File: config.mk
export PLATFORM = sky130hd
export DESIGN_NAME = nabp_image_writer
export DESIGN_NICKNAME = d
export VERILOG_FILES = /design/src/rtl/nabp_pkg.sv /design/src/rtl/nabp_sync_fifo.sv /design/src/rtl/nabp_image_writer.sv
export SDC_FILE = /design/constraint.sdc
export NUM_CORES = 1
export LEC_CHECK = 0
export BUFFER_PORTS_ARGS = -buffer_cell sky130_fd_sc_hd__clkbuf_2
export CELL_PAD_IN_SITES_DETAIL_PLACEMENT = 0
export CELL_PAD_IN_SITES_GLOBAL_PLACEMENT = 1
export CORE_MARGIN = 4
export CORE_UTILIZATION = 46
export CTS_CLUSTER_DIAMETER = 80
export CTS_CLUSTER_SIZE = 30
export DETAILED_ROUTE_END_ITERATION = 12
export GPL_ROUTABILITY_DRIVEN = 1
export PLACE_DENSITY_LB_ADDON = 0.1
export SYNTH_ARGS = -nofsm -noshare
export SYNTH_HDL_FRONTEND = slang
export SYNTH_SLANG_ARGS = --single-unit
File: constraint.sdc
create_clock -name clk -period 3.2 [get_ports clk]
set_clock_uncertainty 0.1 [all_clocks]
set_input_delay 0.32 -clock clk [delete_from_list [all_inputs] [get_ports clk]]
set_output_delay 0.32 -clock clk [all_outputs]
set_load 0.1 [all_outputs]
File: src/rtl/nabp_pkg.sv
// Shared types and size helpers for the NABP image writeback stage.
package nabp_pkg;

  typedef enum logic [1:0] {
    IDLE   = 2'd0,
    KICK   = 2'd1,
    STREAM = 2'd2,
    DONE   = 2'd3
  } state_t;

  // Counter width for n states; never narrower than one bit.
  function automatic int log2_width(input int n);
    return (n > 1) ? $clog2(n) : 1;
  endfunction

  function automatic int pixel_total(input int w, input int h);
    return w * h;
  endfunction

endpackage

File: src/rtl/nabp_sync_fifo.sv
// Single-clock FIFO with occupancy count; one instance buffers one PE output channel.
module nabp_sync_fifo #(
  parameter int WIDTH = 16,
  parameter int DEPTH = 8,
  localparam int PTR_W = $clog2(DEPTH),
  localparam int CNT_W = PTR_W + 1
) (
  input  logic             clk,
  input  logic             reset_n,
  input  logic             clr,
  input  logic             push,
  input  logic [WIDTH-1:0] din,
  input  logic             pop,
  output logic [WIDTH-1:0] dout,
  output logic [CNT_W-1:0] count
);

  localparam logic [CNT_W-1:0] FULL_C = CNT_W'(DEPTH);

  logic [WIDTH-1:0] mem [DEPTH];
  logic [PTR_W-1:0] wr_ptr;
  logic [PTR_W-1:0] rd_ptr;
  logic             do_push;
  logic             do_pop;

  assign do_push = push && (count != FULL_C);
  assign do_pop  = pop && (count != '0);
  assign dout    = mem[rd_ptr];

  always_ff @(posedge clk or negedge reset_n) begin
    if (!reset_n) begin
      wr_ptr <= '0;
      rd_ptr <= '0;
      count  <= '0;
    end else if (clr) begin
      wr_ptr <= '0;
      rd_ptr <= '0;
      count  <= '0;
    end else begin
      if (do_push) wr_ptr <= wr_ptr + PTR_W'(1);
      if (do_pop)  rd_ptr <= rd_ptr + PTR_W'(1);
      case ({do_push, do_pop})
        2'b10:   count <= count + CNT_W'(1);
        2'b01:   count <= count - CNT_W'(1);
        default: count <= count;
      endcase
    end
  end

  // Storage is data only; pointers guard validity.
  always_ff @(posedge clk) begin
    if (do_push) mem[wr_ptr] <= din;
  end

endmodule

File: src/rtl/nabp_image_writer.sv
// Image writeback: NUM_CH buffered PE channels merged into one raster-ordered pixel stream.
// Optional clamp/clip counting is enabled with NABP_IMAGE_WRITER_CLIP_EN.
module nabp_image_writer
  import nabp_pkg::*;
#(
  parameter int NUM_CH     = 4,
  parameter int PE_W       = 16,
  parameter int DATA_W     = 8,
  parameter int IMG_W      = 128,
  parameter int IMG_H      = 128,
  parameter int FIFO_DEPTH = 8,
  parameter int ADDR_W     = log2_width(pixel_total(IMG_W, IMG_H))
) (
  input  logic                   clk,
  input  logic                   reset_n,
  input  logic                   hs_kick,
  input  logic [NUM_CH-1:0]      pe_valid,
  input  logic [NUM_CH*PE_W-1:0] pe_val,
  output logic [NUM_CH-1:0]      pe_ready,
  input  logic                   ir_enable,
  output logic                   ir_kick,
  output logic                   ir_done,
  output logic                   ir_addr_valid,
  output logic [ADDR_W-1:0]      ir_addr,
  output logic [DATA_W-1:0]      ir_val,
  output logic                   busy
`ifdef NABP_IMAGE_WRITER_CLIP_EN
  ,
  output logic [15:0]            clip_count
`endif
);

  localparam int TOTAL = pixel_total(IMG_W, IMG_H);
  localparam int SEL_W = log2_width(NUM_CH);
  localparam int COL_W = log2_width(IMG_W);
  localparam int CNT_W = $clog2(FIFO_DEPTH) + 1;

  localparam logic [ADDR_W:0]   TOTAL_C   = (ADDR_W + 1)'(TOTAL);
  localparam logic [ADDR_W-1:0] ADDR_LAST = ADDR_W'(TOTAL - 1);
  localparam logic [SEL_W-1:0]  SEL_LAST  = SEL_W'(NUM_CH - 1);
  localparam logic [COL_W-1:0]  COL_LAST  = COL_W'(IMG_W - 1);
  localparam logic [CNT_W-1:0]  DEPTH_C   = CNT_W'(FIFO_DEPTH);

  state_t state;
  state_t state_next;

  logic [SEL_W-1:0]  sel;
  logic [COL_W-1:0]  col;
  logic [ADDR_W:0]   issued;
  logic [PE_W-1:0]   fifo_dout  [NUM_CH];
  logic [CNT_W-1:0]  fifo_count [NUM_CH];
  logic              streaming;
  logic              clearing;
  logic              load_p0;
  logic              accept;
  logic              last_accept;
  logic [DATA_W-1:0] pixel_p0;

  assign streaming   = (state == STREAM);
  assign clearing    = (state == KICK);
  assign accept      = ir_addr_valid && ir_enable;
  assign last_accept = accept && (ir_addr == ADDR_LAST);
  assign load_p0     = streaming && (!ir_addr_valid || ir_enable) &&
                       (fifo_count[sel] != '0) && (issued < TOTAL_C);

  always_ff @(posedge clk or negedge reset_n) begin
    if (!reset_n) state <= IDLE;
    else          state <= state_next;
  end

  always_comb begin
    state_next = state;
    ir_kick    = 1'b0;
    ir_done    = 1'b0;
    busy       = (state != IDLE);
    case (state)
      IDLE:    if (hs_kick) state_next = KICK;
      KICK: begin
        ir_kick    = 1'b1;
        state_next = STREAM;
      end
      STREAM:  if (last_accept) state_next = DONE;
      DONE: begin
        ir_done    = 1'b1;
        state_next = IDLE;
      end
      default: state_next = IDLE;
    endcase
  end

  // ---- stage 0: per-channel FIFOs (push side)
  for (genvar c = 0; c < NUM_CH; c++) begin : g_ch
    assign pe_ready[c] = streaming && (fifo_count[c] < DEPTH_C);

    nabp_sync_fifo #(
      .WIDTH (PE_W),
      .DEPTH (FIFO_DEPTH)
    ) u_fifo (
      .clk     (clk),
      .reset_n (reset_n),
      .clr     (clearing),
      .push    (pe_valid[c] && pe_ready[c]),
      .din     (pe_val[PE_W*c +: PE_W]),
      .pop     (load_p0 && (sel == SEL_W'(c))),
      .dout    (fifo_dout[c]),
      .count   (fifo_count[c])
    );
  end

  // Channel select follows x % NUM_CH and restarts at every row.
  always_ff @(posedge clk or negedge reset_n) begin
    if (!reset_n) begin
      sel    <= '0;
      col    <= '0;
      issued <= '0;
    end else if (clearing) begin
      sel    <= '0;
      col    <= '0;
      issued <= '0;
    end else if (load_p0) begin
      issued <= issued + (ADDR_W + 1)'(1);
      if (col == COL_LAST) begin
        col <= '0;
        sel <= '0;
      end else begin
        col <= col + COL_W'(1);
        sel <= (sel == SEL_LAST) ? '0 : sel + SEL_W'(1);
      end
    end
  end

`ifdef NABP_IMAGE_WRITER_CLIP_EN
  localparam logic signed [PE_W-1:0] PIX_MAX = PE_W'((1 << DATA_W) - 1);

  // Returns {clipped, pixel}: signed word saturated into [0, 2^DATA_W-1].
  function automatic logic [DATA_W:0] clamp_pixel(input logic signed [PE_W-1:0] w);
    if (w < 0)
      return {1'b1, {DATA_W{1'b0}}};
    else if (w > PIX_MAX)
      return {1'b1, {DATA_W{1'b1}}};
    else
      return {1'b0, w[DATA_W-1:0]};
  endfunction

  logic signed [PE_W-1:0] word_p0;
  logic [DATA_W:0]        clamp_p0;
  logic                   clip_p0;
  logic                   clip_p1;

  assign word_p0  = fifo_dout[sel];
  assign clamp_p0 = clamp_pixel(word_p0);
  assign pixel_p0 = clamp_p0[DATA_W-1:0];
  assign clip_p0  = clamp_p0[DATA_W];

  always_ff @(posedge clk or negedge reset_n) begin
    if (!reset_n) begin
      clip_p1    <= 1'b0;
      clip_count <= '0;
    end else if (clearing) begin
      clip_p1    <= 1'b0;
      clip_count <= '0;
    end else begin
      if (load_p0) clip_p1 <= clip_p0;
      if (accept && clip_p1 && (clip_count != 16'hFFFF))
        clip_count <= clip_count + 16'd1;
    end
  end
`else
  logic [PE_W-1:0] word_p0;
  logic            unused_word_hi;

  assign word_p0        = fifo_dout[sel];
  assign pixel_p0       = word_p0[DATA_W-1:0];
  assign unused_word_hi = ^word_p0[PE_W-1:DATA_W];
`endif

  // ---- stage 1: output register, held until the sink accepts
  always_ff @(posedge clk or negedge reset_n) begin
    if (!reset_n) begin
      ir_addr_valid <= 1'b0;
      ir_addr       <= '0;
      ir_val        <= '0;
    end else if (clearing) begin
      ir_addr_valid <= 1'b0;
      ir_addr       <= '0;
      ir_val        <= '0;
    end else if (load_p0) begin
      ir_addr_valid <= 1'b1;
      ir_addr       <= issued[ADDR_W-1:0];
      ir_val        <= pixel_p0;
    end else if (accept) begin
      ir_addr_valid <= 1'b0;
    end
  end

endmodule

==> results of run 1 <==
==> path summary, 6_finish.rpt <==
check,to,slack [ps],depth (start not counted)
hold reg to reg,col[5],430,2
max in group asynchronous,g_ch[0].u_fifo.rd_ptr[2],2080,3
setup reg to reg,g_ch[2].u_fifo.count[3],230,9
min in group asynchronous,g_ch[3].u_fifo.rd_ptr[0],220,2
hold / removal,state[0],70,3
setup / recovery,g_ch[2].u_fifo.count[3],230,9
==> cell usage in the layout (no fill, tap or decap), types with 16 or more instances in the layout <==
cell and instances:
sky130_fd_sc_hd__a21oi_1 33, sky130_fd_sc_hd__buf_4 60, sky130_fd_sc_hd__clkbuf_16 17, sky130_fd_sc_hd__clkbuf_2 68, sky130_fd_sc_hd__dfrtp_1 89, sky130_fd_sc_hd__dlygate4sd3_1 33
sky130_fd_sc_hd__edfxtp_1 256, sky130_fd_sc_hd__ha_1 25, sky130_fd_sc_hd__mux2i_1 42, sky130_fd_sc_hd__mux4_2 72, sky130_fd_sc_hd__nand2_1 71, sky130_fd_sc_hd__nor2_1 63
sky130_fd_sc_hd__nor3_1 26, sky130_fd_sc_hd__o21ai_0 16, sky130_fd_sc_hd__xnor2_1 25, sky130_fd_sc_hd__xor2_1 19
==> cells by family (layout without fill, tap and decap cells) <==
kind of cell / Yosys count / count (layout) / synth area share [%]
mux: 115 / 115 / 14.00
flops: 345 / 345 / 67.59
xor+xnor: 44 / 44 / 2.627
buf+inv: 58 / 202 / 1.723
fa+ha+maj: 26 / 26 / 2.218
simple gates: 235 / 235 / 7.797
compound gates: 90 / 90 / 4.044
==> cell type report <==
class | count | area (um^2) | share of cell area (%)
sequential | 345 | 9915 | 59.34
inverter | 11 | 41.29 | 0.2471
multi-input combinational | 510 | 4544 | 27.20
clock inverter | 10 | 130.1 | 0.7789
timing repair buffer | 162 | 1141 | 6.830
clock buffer | 19 | 432.9 | 2.591
tap | 402 | 503.0 | 3.011
==> metrics by stage <==
stage / worst slack (ps) / hold slack (ps) / std cells / cell area, um^2 / setup TNS [ps]
floorplan: -357.4 / -75.59 / 913 / 14680 / -23780
global placement: 268.3 / 239.5 / 1395 / 15800 / 0
detailed placement: 267.4 / 248.5 / 1395 / 15800 / 0
CTS: 196.6 / 58.56 / 1457 / 16690 / 0
global route: -0.5582 / 117.3 / 1459 / 16710 / -0.5582
finish: 230.8 / 71.11 / 1459 / 16710 / 0
==> state kept, by name, summed over array words and instances, names as in the netlist <==
name,flops
g_ch.u_fifo.count,16
sel,2
issued,15
ir_addr_valid,1
col,7
g_ch.u_fifo.mem,256
state,2
g_ch.u_fifo.rd_ptr,12
g_ch.u_fifo.wr_ptr,12
ir_addr,14
ir_val,8
==> routing by layer <==
| metal | GRT usage [%] | part of all wire, % | up-vias |
|---|---|---|---|
| met4 | 2.929 | 1.3 | 2 |
| li1 | - | - | 3795 |
| met5 | 0 | 0.043 | - |
| met2 | 29.19 | 49 | 118 |
| met3 | 2.301 | 3.7 | 26 |
| met1 | 24.80 | 46 | 4098 |
==> worst max-delay path, delay by kind of cell (launching register included) <==
kind                     cells  cell delay (ps)
adder cells (fa/ha/maj)      1              320
AO/OA/AOI/OAI                3              840
flip-flops                   1              450
buffers and inverters        1              180
AND/OR/NAND/NOR              4              970
==> what timing repair did <==
item | CTS | global route
resized for setup | 0 | 0
hold buffers | 33 | 0
endpoints found under the hold margin | 292 | 0
setup buffers | 0 | 2
setup endpoints to repair | 0 | 1
==> power breakdown <==
part           internal [mW]  total [mW]  switching, mW
combinational           2.35        5.53           3.18
clock                   1.12        2.58           1.46
sequential              5.55        6.41          0.857
==> flow_summary.yaml, run 1 <==
run_status:
  status: "finished, final reports clean"
floorplanning:
  start_util_pct: 46.60
  die_area_um2: 34810
  coreArea_um2: 31470
  die_height_um: 186.6
  ioPinCount: 102
  fp-row-count: 65
  horizontal_die_dimension_um: 186.6
layout:
  layout.nets: 1145
  share_of_post_route_cells_with_drive_strength_above_1_pct: 23.18
  fillers: 2564
  flow.area_growth_from_synthesis_pct: 13.90
  layout.core_utilization_pct: 53.08
  insertedDiodeCount: 0
power:
  power.density_cell_area_nw_per_um2: 869.2
  p_total_mw: 14.52
  vdd_ir_drop_max_v: 0.0005406
  total_leakage_power_nw: 6.025
timing:
  setup-violations-final: 0
  final_hold_viol_count: 0
  max_freq_ghz: 0.3368
  period_share_pct: 92.79
  drv_slew: 0
  worst-slew-pin-transition_ps: 786.0
  post-route-min-period_ps: 2969
  timing.slew.headroom_pct: 47.60
synthesis:
  synth_edf_count: 256
  ys_warn_count: 0
  synthDominantAreaCellType: "sky130_fd_sc_hd__edfxtp_1"
  ys_seq_area_share_pct: 67.59
  synth_ff_type: "sky130_fd_sc_hd__edfxtp_1"
  synthMostInstantiatedCell: "sky130_fd_sc_hd__edfxtp_1"
  syn_area_um2: 14670
  ys_top_cells_by_area: "sky130_fd_sc_hd__edfxtp_1, sky130_fd_sc_hd__dfrtp_1, sky130_fd_sc_hd__mux4_2"
  syn_avg_cell_area_um2: 16.07
  postSynthRegisterBits: 345
  syn-num-nets: 1011
  synth_largest_type_area_fraction_pct: 52.41
  ys_types: 54
  post_synth_inst_count: 913
  synth_common_cells: "sky130_fd_sc_hd__edfxtp_1, sky130_fd_sc_hd__dfrtp_1, sky130_fd_sc_hd__mux4_2, sky130_fd_sc_hd__nand2_1, sky130_fd_sc_hd__nor2_1"
  synth_async_sr_flop_share_pct: 25.80
worst_setup_path:
  critPathMaxStageDelay_ps: 590
  timing.setup.critical_path_class: "reg2reg"
  r2r-start: "g_ch[0].u_fifo.count[0]"
  critical_path.startpoint: "g_ch[0].u_fifo.count[0]"
  slowest_stage: "sky130_fd_sc_hd__or4_4"
  timing.critical_path.to_type: "flip-flop"
  critical_path_required_ps: 3520
  critical_path_arrival_ps: 3290
  worstPathMaxFanout: 6
  cells_along_the_critical_path: "or4_4, o311ai_4, buf_4, nor3_2, and2_1, ha_1, o2111ai_1, a211o_1, and3_1"
  cp-start-kind: "flip-flop"
route:
  wirelength_mm: 30.23
  route.vias.total: 8039
  wl_per_cell_um: 20.72
  drt_drc_violations_left: 0
  dr.first_iter.drc_count: 596
  viasPerCell: 5.510
  antenna_violating_nets_post_route: 0
  detail_route.first_pass.iterations: 5
placed_design:
  routability_driven_placement_congestion_ratio: 0.7988
  detailed_place_hpwl_mm: 19.92
  placement.io_buffers: 69
hold_path:
  holdCritPathClass: "in2reg"
  hp-start: "hs_kick"
flow_run:
  maxCapViolations: 0
clock_tree:
  clkTransAtPathRegs_ps: 100
  clock_path_buffers: 3
  tritoncts.num_buffers: 17
  cts.htree.levels: 1
  root_buffer_cell: "sky130_fd_sc_hd__clkbuf_16"
  clock_tree_from_tritoncts: "built"
  numClockSinks: 345
  insertion_delay_ps: 530
global_routing:
  first_global_vias: 8128
  overflow_left_after_global_routing: 0
  grt_first_pass_wirelength_mm: 47.64
  grtUsageTotal_pct: 17.28
  antenna_found_initial: 1
  pin_count_of_the_biggest_net_entering_global_routing: 54
Note: power is estimated with default switching activity, not from simulation.
==> inputs of run 2 (changes only) <==
- CORE_UTILIZATION: 46 -> 48
- CTS_BUF_LIST: not set -> sky130_fd_sc_hd__clkbuf_4 sky130_fd_sc_hd__clkbuf_8
==> flow_summary.yaml, run 2 (synthesis gave the netlist of run 1 again) <==
clock_tree:
  numClockSinks: 345
  clock_path_buffers: 3
  clock_tree_from_tritoncts: "built"
  root_buffer_cell: "sky130_fd_sc_hd__clkbuf_8"
  clkTransAtPathRegs_ps: 170
  insertion_delay_ps: 580
  cts.repair.resized: 0
  cts.htree.levels: 1
  tritoncts.num_buffers: 17
power:
  p_total_mw: 13.91
  total_leakage_power_nw: 5.931
  power.density_cell_area_nw_per_um2: 843.9
  vdd_ir_drop_max_v: 0.0004571
global_routing:
  pin_count_of_the_biggest_net_entering_global_routing: 48
  grtUsageTotal_pct: 18.34
  grt_first_pass_wirelength_mm: 48.10
  antenna_found_initial: 0
  first_global_vias: 8148
  overflow_left_after_global_routing: 0
run_status:
  status: "finished, final reports clean"
worst_setup_path:
  cp-start-kind: "flip-flop"
  cells_along_the_critical_path: "or4_4, o311ai_4, nor3_4, and4_1, ha_1, and3_1, a311oi_1, o22ai_1"
  reg2reg_capture_point: "g_ch[1].u_fifo.count[3]"
  r2r-start: "g_ch[0].u_fifo.count[0]"
  slowest_stage: "sky130_fd_sc_hd__or4_4"
  critical_path_arrival_ps: 3360
  timing.critical_path.to_type: "flip-flop"
  ff2ff_path_depth: 8
  critical_path_required_ps: 3540
  timing.setup.critical_path_class: "reg2reg"
  critPathMaxStageDelay_ps: 590
  worstPathMaxFanout: 9
  reg2reg_setup_slack_ps: 180
layout:
  layout.core_utilization_pct: 55.17
  fillers: 2437
  share_of_post_route_cells_with_drive_strength_above_1_pct: 23.20
  flow.area_growth_from_synthesis_pct: 12.37
  largest_register: "g_ch.u_fifo.mem"
  layout.nets: 1146
  insertedDiodeCount: 0
  largest_register_ffs: 256
  multi_input_area_um2: 4544
  biggestRegsByFlops: "g_ch.u_fifo.mem (256), g_ch.u_fifo.count (16), issued (15)"
  layout_commonest_cell: "sky130_fd_sc_hd__edfxtp_1"
  register_area_um2: 9915
  most_used_cells_in_the_layout_excluding_fill_and_tap_cells: "sky130_fd_sc_hd__edfxtp_1, sky130_fd_sc_hd__dfrtp_1, sky130_fd_sc_hd__mux4_2"
hold_path:
  worstHoldEndpoint: "state[0]"
  holdCritPathClass: "in2reg"
  hp-start: "hs_kick"
  worst_hold_path.num_cells: 3
timing:
  timing.slew.headroom_pct: 46.91
  totalNegativeSetupSlack_ps: 0
  final_hold_viol_count: 0
  setup_ws_ps: 182.5
  drv_slew: 0
  setup-violations-final: 0
  worst-slew-pin-transition_ps: 796.3
  period_share_pct: 94.30
  grt_setup_unrepaired: "no"
  max_freq_ghz: 0.3314
  finalHoldWorstSlack_ps: 36.24
  post-route-min-period_ps: 3017
placed_design:
  routability_driven_placement_congestion_ratio: 0.7992
  detailed_place_hpwl_mm: 20.14
  placement.io_buffers: 69
  preCtsSetupSlack_ps: 212.3
flow_run:
  maxCapViolations: 0
route:
  route.vias.total: 8025
  antenna_violating_nets_post_route: 0
  wirelength_mm: 30.32
  drt_drc_violations_left: 0
  wl_per_cell_um: 20.97
  viasPerCell: 5.550
  detail_route.first_pass.iterations: 5
  dr.first_iter.drc_count: 557
floorplanning:
  ioPinCount: 102
  die_area_um2: 33420
  start_util_pct: 49.10
  die_height_um: 182.8
  fp-row-count: 63
  coreArea_um2: 29870
  horizontal_die_dimension_um: 182.8
==> run 2: cell types whose count changed in the layout (fill, tap and decap cells not counted) <==
cell                        before  now
sky130_fd_sc_hd__clkbuf_16      17    0
sky130_fd_sc_hd__clkinv_8        3    1
sky130_fd_sc_hd__clkbuf_8        0   17
sky130_fd_sc_hd__clkbuf_1        2    0
sky130_fd_sc_hd__clkinv_4        0    1
sky130_fd_sc_hd__inv_8           2    0
sky130_fd_sc_hd__clkinv_1        1    2
sky130_fd_sc_hd__buf_12          1    2
sky130_fd_sc_hd__inv_6           2    3
sky130_fd_sc_hd__bufinv_16       1    0
sky130_fd_sc_hd__inv_12          0    2
==> run 2: report_power, final <==
part	internal (mW)	switching, mW	leakage [nW]	total, mW
combinational	2.36	3.24	2.36	5.60
clock	0.561	1.38	0.165	1.94
sequential	5.55	0.827	3.41	6.37
total	8.47	5.44	5.93	13.9
==> run 2: repair_timing <==
item / 4_1_cts / 5_1_grt
endpoints found under the setup margin: 0 / 1
endpoints found under the hold margin: 298 / 0
hold buffers: 33 / 0
buffers inserted: 0 / 1
==> run 2: critical path: cells and delay by family, from the launching register on <==
| kind | cells | cell delay [ps] |
|---|---|---|
| AO/OA/AOI/OAI | 3 | 720 |
| adder cells (fa/ha/maj) | 1 | 370 |
| flip-flops | 1 | 470 |
| AND/OR/NAND/NOR | 4 | 1200 |
==> run 2: area by class of cell <==
cell class	count	area share, %
Multi-Input combinational cell	510	27.57
Clock buffer	17	1.420
Inverter	11	0.2505
Clock inverter	10	0.5997
Sequential cell	345	60.15
Timing Repair Buffer	163	7.045
Tap cell	390	2.961
==> run 2: worst max-delay path by stage <==
stage | slack, ps | from | depth (start not counted) | to
after floorplan | -360 | state[0] | 6 | g_ch[0].u_fifo.mem[0][0]
after global placement | 230 | g_ch[0].u_fifo.count[0] | 8 | g_ch[1].u_fifo.count[3]
after detailed placement | 210 | g_ch[0].u_fifo.count[0] | 8 | g_ch[3].u_fifo.count[3]
after CTS | 180 | g_ch[0].u_fifo.count[0] | 8 | g_ch[1].u_fifo.count[3]
after global routing | 1 | g_ch[0].u_fifo.count[0] | 8 | g_ch[1].u_fifo.count[3]
final | 180 | g_ch[0].u_fifo.count[0] | 8 | g_ch[1].u_fifo.count[3]
==> run 2: routing by layer <==
metal | global-route usage (%) | vias up | part of all wire, %
met4 | 2.592 | 0 | 0.91
met1 | 27.50 | 4103 | 47
met3 | 2.658 | 21 | 4.0
met5 | 0 | - | 0
li1 | - | 3770 | -
met2 | 29.84 | 131 | 48
==> run 2: through the flow <==
step,cell area [um^2],cells
global placement,15810,1385
CTS,16470,1445
global route,16480,1446
finish,16480,1446
floorplan,14680,913
detailed placement,15810,1385
